$ cat src/rtl/systolic_pkg.sv
// systolic_pkg: shared FSM state type and width helpers for the systolic multiplier
// Contents: state_t (IDLE/LOAD/DRAIN/OUT), clog2(), accw() accumulator width derivation.
package systolic_pkg;

    typedef enum logic [1:0] {IDLE, LOAD, DRAIN, OUT} state_t;

    function automatic int clog2(input int v);
        int r = 0;
        while ((1 << r) < v) r++;
        return r;
    endfunction

    // Worst-case sum of K full-width products never overflows this width.
    function automatic int accw(input int dw, input int k);
        return 2 * dw + clog2(k);
    endfunction

endpackage

$ cat src/rtl/systolic_pe.sv
// systolic_pe: one processing element, registered operand pass-through plus multiply-accumulate
// Ports: CLK, RSTn (async active-low), clr (sync accumulator clear),
//        a_in/b_in operands in, a_out/b_out registered operands out (east/south), acc result.
module systolic_pe #(
    parameter int DATAWIDTH = 8,
    parameter int ACCW      = 18,
    parameter bit SIGNED    = 1'b0
) (
    input  logic                 CLK,
    input  logic                 RSTn,
    input  logic                 clr,
    input  logic [DATAWIDTH-1:0] a_in,
    input  logic [DATAWIDTH-1:0] b_in,
    output logic [DATAWIDTH-1:0] a_out,
    output logic [DATAWIDTH-1:0] b_out,
    output logic [ACCW-1:0]      acc
);

    logic [ACCW-1:0] prod;

    // Operands are widened to ACCW before multiplying so the extension matches SIGNED.
    if (SIGNED) begin : g_s
        assign prod = ACCW'($signed(a_in)) * ACCW'($signed(b_in));
    end else begin : g_u
        assign prod = ACCW'(a_in) * ACCW'(b_in);
    end

    always_ff @(posedge CLK or negedge RSTn) begin
        if (!RSTn) begin
            a_out <= '0;
            b_out <= '0;
            acc   <= '0;
        end else begin
            a_out <= a_in;
            b_out <= b_in;
            acc   <= clr ? '0 : acc + prod;
        end
    end

endmodule

$ cat src/rtl/systolic_array_mm.sv
// systolic_array_mm: output-stationary NxN systolic multiplier C = A*B with streamed row output
// Ports: CLK, RSTn (async active-low); in_valid/in_ready with a_col (A column k) and b_row (B row k);
//        out_valid/out_ready with out_row (row r of C), out_last on row N-1; busy when not IDLE.
module systolic_array_mm
    import systolic_pkg::*;
#(
    parameter int N         = 3,
    parameter int K         = 3,
    parameter int DATAWIDTH = 8,
    parameter bit SIGNED    = 1'b0,
    localparam int ACCW     = accw(DATAWIDTH, K)
) (
    input  logic                   CLK,
    input  logic                   RSTn,
    input  logic                   in_valid,
    output logic                   in_ready,
    input  logic [N*DATAWIDTH-1:0] a_col,
    input  logic [N*DATAWIDTH-1:0] b_row,
    output logic                   out_valid,
    input  logic                   out_ready,
    output logic [N*ACCW-1:0]      out_row,
    output logic                   out_last,
    output logic                   busy
);

    localparam int CW = clog2(K + 2 * N) + 1;
    localparam int RW = clog2(N);

    state_t              state, state_n;
    logic [CW-1:0]       cnt, cnt_n;
    logic [RW-1:0]       row, row_n;
    logic [N*ACCW-1:0]   out_row_n;
    logic                ld, take, clr;
    logic [DATAWIDTH-1:0] a_sk [N][N];
    logic [DATAWIDTH-1:0] b_sk [N][N];
    logic [DATAWIDTH-1:0] a_h  [N][N+1];
    logic [DATAWIDTH-1:0] b_v  [N+1][N];
    logic [ACCW-1:0]      acc  [N][N];

    assign in_ready  = state == IDLE || state == LOAD;
    assign take      = in_valid && in_ready;
    assign clr       = take && state == IDLE;
    assign busy      = state != IDLE;
    assign out_valid = state == OUT;
    assign out_last  = out_valid && row == RW'(N - 1);

    // Stage 0 captures the accepted beat (zeros otherwise, so gaps become aligned bubbles);
    // row/column i then sees i further delay stages.
    always_ff @(posedge CLK or negedge RSTn) begin
        if (!RSTn) begin
            a_sk <= '{default: '0};
            b_sk <= '{default: '0};
        end else begin
            for (int i = 0; i < N; i++) begin
                a_sk[i][0] <= take ? a_col[i*DATAWIDTH +: DATAWIDTH] : '0;
                b_sk[i][0] <= take ? b_row[i*DATAWIDTH +: DATAWIDTH] : '0;
                for (int d = 1; d <= i; d++) begin
                    a_sk[i][d] <= a_sk[i][d-1];
                    b_sk[i][d] <= b_sk[i][d-1];
                end
            end
        end
    end

    for (genvar i = 0; i < N; i++) begin : g_edge
        assign a_h[i][0] = a_sk[i][i];
        assign b_v[0][i] = b_sk[i][i];
    end

    for (genvar i = 0; i < N; i++) begin : g_r
        for (genvar j = 0; j < N; j++) begin : g_c
            systolic_pe #(
                .DATAWIDTH(DATAWIDTH),
                .ACCW     (ACCW),
                .SIGNED   (SIGNED)
            ) u_pe (
                .CLK  (CLK),
                .RSTn (RSTn),
                .clr  (clr),
                .a_in (a_h[i][j]),
                .b_in (b_v[i][j]),
                .a_out(a_h[i][j+1]),
                .b_out(b_v[i+1][j]),
                .acc  (acc[i][j])
            );
        end
    end

    // DRAIN spans 2N edges so the last accumulate (PE(N-1,N-1)) has landed before row 0 loads.
    always_comb begin
        state_n = state;
        cnt_n   = cnt;
        row_n   = row;
        ld      = 1'b0;
        case (state)
            IDLE: if (take) begin
                state_n = (K == 1) ? DRAIN : LOAD;
                cnt_n   = (K == 1) ? '0 : CW'(1);
            end
            LOAD: if (take) begin
                state_n = cnt == CW'(K - 1) ? DRAIN : LOAD;
                cnt_n   = cnt == CW'(K - 1) ? '0 : cnt + 1'b1;
            end
            DRAIN: begin
                state_n = cnt == CW'(2 * N - 1) ? OUT : DRAIN;
                cnt_n   = cnt + 1'b1;
                ld      = cnt == CW'(2 * N - 1);
                row_n   = '0;
            end
            OUT: if (out_ready) begin
                state_n = row == RW'(N - 1) ? IDLE : OUT;
                row_n   = row + 1'b1;
                ld      = row != RW'(N - 1);
            end
            default: state_n = IDLE;
        endcase
    end

    // Row register holds through stalls and is zero outside OUT.
    always_comb begin
        out_row_n = (state_n == OUT) ? out_row : '0;
        if (ld)
            for (int j = 0; j < N; j++)
                out_row_n[j*ACCW +: ACCW] = acc[row_n][j];
    end

    always_ff @(posedge CLK or negedge RSTn) begin
        if (!RSTn) begin
            state   <= IDLE;
            cnt     <= '0;
            row     <= '0;
            out_row <= '0;
        end else begin
            state   <= state_n;
            cnt     <= cnt_n;
            row     <= row_n;
            out_row <= out_row_n;
        end
    end

endmodule

$ cat config.mk
export PLATFORM = sky130hd
export DESIGN_NAME = systolic_array_mm
export DESIGN_NICKNAME = d
export VERILOG_FILES = /design/src/rtl/systolic_pkg.sv /design/src/rtl/systolic_pe.sv /design/src/rtl/systolic_array_mm.sv
export SDC_FILE = /design/constraint.sdc
export NUM_CORES = 2
export LEC_CHECK = 0
export ABC_AREA = 1
export BUFFER_PORTS_ARGS = -buffer_cell sky130_fd_sc_hd__buf_2
export CAP_MARGIN = 10
export CORE_ASPECT_RATIO = 2
export CORE_MARGIN = 3
export CORE_UTILIZATION = 50
export DETAILED_ROUTE_END_ITERATION = 16
export PLACE_DENSITY = 0.78
export SETUP_SLACK_MARGIN = 0.15
export SLEW_MARGIN = 20
export SYNTH_ARGS = -nofsm -noshare
export SYNTH_HDL_FRONTEND = slang
export SYNTH_HIERARCHICAL = 1
export SYNTH_SLANG_ARGS = --single-unit
$ cat constraint.sdc
create_clock -name CLK -period 4.9 [get_ports CLK]
set_clock_uncertainty 0.2 [all_clocks]
set_input_delay 0.49 -clock CLK [delete_from_list [all_inputs] [get_ports CLK]]
set_output_delay 0.49 -clock CLK [all_outputs]
set_load 0.01 [all_outputs]
==> results.yml <==
status:
  outcome: "complete, no violations"
timing:
  setup_tns_ns: 0
  slew_headroom_pct: 27.16
  slew_violations: 0
  hold_viol_final: 0
  period_minus_slack_ns: 4.555
  fin_ws_ns: 0.3446
  setup_viol: 0
  hold_slack_ns: 0.1472
  tightest_slew_ns: 1.093
  fin_crit_sh_pct: 92.97
  timing.fmax_ghz: 0.2195
  rsz0062_at_grt: "false"
worst_setup_path:
  critPathRequiredTime_ns: 5.17
  cp.arrival_ns: 4.83
  crit_fanout: 9
  r2r_end: "g_r[0].g_c[0].u_pe/acc[9]"
  worstSetupEndpointType: "flip-flop"
  rr_worst_depth: 15
  timing.rr.start: "b_sk[71]"
  cp-start-kind: "flip-flop"
  critPathKind: "flip-flop to flip-flop"
  reg2reg_slack_ns: 0.34
synthesis:
  synth_area_sq_um: 40950
  yosysWarningCount: 6
  synthCells: 5435
  syn_nets: 6306
  avgSynthCellArea_sq_um: 7.534
drt:
  ant_nets: 0
  first_iter_violations: 1785
  wl_per_cell_microns: 17.32
  wl_microns: 113300
  num_vias: 32736
  via_per_inst: 5.004
  firstDrtPassIters: 5
  drc: 0
clocking:
  clock_path_buffers: 3
  cts_root_buffer: "clkbuf_16"
  clkSinkCount: 417
  path_clk_slew_ns: 0.06
  cts_tree: "built"
  cts_htree_levels: 2
  numCtsBuffers: 44
  clk_latency_ns: 0.62
floorplanning:
  rows: 147
  die_width_microns: 208.4
  num_io_pins: 110
  start_util_pct: 50.72
  dieHeight_microns: 410.7
  core_area_sq_um: 80740
  die_area_sq_um: 85580
global_route:
  grtUsageTotal_pct: 26.86
  grt_pass1_vias: 35257
  grt_remaining_overflow: 0
  antenna_found_initial: 4
  grt_pass1_wl_microns: 179900
  grt_max_degree: 110
placed_design:
  finalWeightedCongestion: 1.025
  dp_slack_ns: 0.3864
  io_buffers: 109
  post-dp-hpwl_microns: 90390
finish:
  final_util_pct: 54.91
  fin_nets: 6336
  syn_to_final_growth_pct: 8.277
  drive_above_1_share_pct: 5.547
  final_cell_mix: "nand2_1 (1,638), inv_1 (1,606), fa_1 (450)"
  final_common_cell: "nand2_1"
hold_path:
  hold_depth: 0
  holdCritStartpoint: "a_sk[22]"
  hold_end: "a_sk[14]"
  hold_path.class: "flip-flop to flip-flop"
power_and_ir_drop:
  p_leak_nw: 28.65
  peakVddDrop_mv: 0.4595
  power.density_nw_per_um2: 396.8
flow_run:
  drv_cap: 0
final cells by class:
type                    instances  area, sq um
clock buffers                  52         1191
fillers                      7264        36400
multi-input cells            3201        23530
well taps                    1043         1305
flip-flops and latches        417        10440
inverters                    1616         6067
clock inverters                27        478.0
diodes                          1        2.502
repair buffers                185         1324
layer usage:
layer  share of wire [%]  wire length (microns)  vias to the layer above  global-route usage [%]
met3                 4.5                   5108                      480                   2.868
li1                    -                      -                    15404                       -
met4                  10                  11490                        4                   22.56
met2                  53                  59870                     1161                   50.17
met5               0.020                     23                        -                       0
met1                  32                  36810                    15687                   26.20
critical path, stage by stage (launching register included):
cell and delay, ns:
dfrtp_1 0.49, nand2_1 0.14, fa_1 0.56, fa_1 0.56, inv_1 0.06, fa_1 0.53, inv_1 0.06, fa_1 0.53
inv_1 0.05, ha_1 0.35, nand2_1 0.16, nor2_1 0.11, nand2_1 0.07, nand3_2 0.10, o21ai_0 0.08, a21oi_1 0.39
per-stage QoR:
stage | cell area (sq um) | power [W] | cells
3_3_place_gp | 42170 | 0.01333 | 6413
5_1_grt | 44340 | 0.01901 | 6542
2_1_floorplan | 40950 | 0.01093 | 5435
6_report | 44340 | 0.01759 | 6542
4_1_cts | 44330 | 0.01763 | 6541
3_5_place_dp | 42170 | 0.01359 | 6413
worst max-delay path by stage:
stage                                       to  slack [ns]  startpoint
floorplan           g_r[0].g_c[0].u_pe/acc[17]        0.81     a_h[88]
global placement     g_r[0].g_c[0].u_pe/acc[9]        0.47     a_h[89]
detailed placement   g_r[0].g_c[0].u_pe/acc[9]        0.39     a_h[89]
CTS                  g_r[0].g_c[0].u_pe/acc[9]        0.36     a_h[89]
global route         g_r[0].g_c[0].u_pe/acc[9]        0.15     a_h[92]
finish               g_r[0].g_c[0].u_pe/acc[9]        0.34    b_sk[71]
sequential cells by signal (all words and copies together) (netlist names):
name                count
a_h                    24
cnt                     5
b_sk                   48
state                   2
g_r.g_c.u_pe/b_out     48
g_r.g_c.u_pe/acc      162
out_row                54
a_sk                   24
g_r.g_c.u_pe/a_out     48
row                     2
timing repair:
item                                    CTS  global route
hold endpoints to repair                153             0
endpoints found under the setup margin    0             2
gates resized for setup                   0             2
buffers inserted                          0             0
hold buffers                             49             0
where the power goes:
| part | total, W | switching (W) | internal [W] |
|---|---|---|---|
| clock network | 0.00392 | 0.00158 | 0.00234 |
| logic | 0.00792 | 0.00526 | 0.00266 |
| registers | 0.00576 | 0.00144 | 0.00432 |
Power figures use the tool's default switching activity.
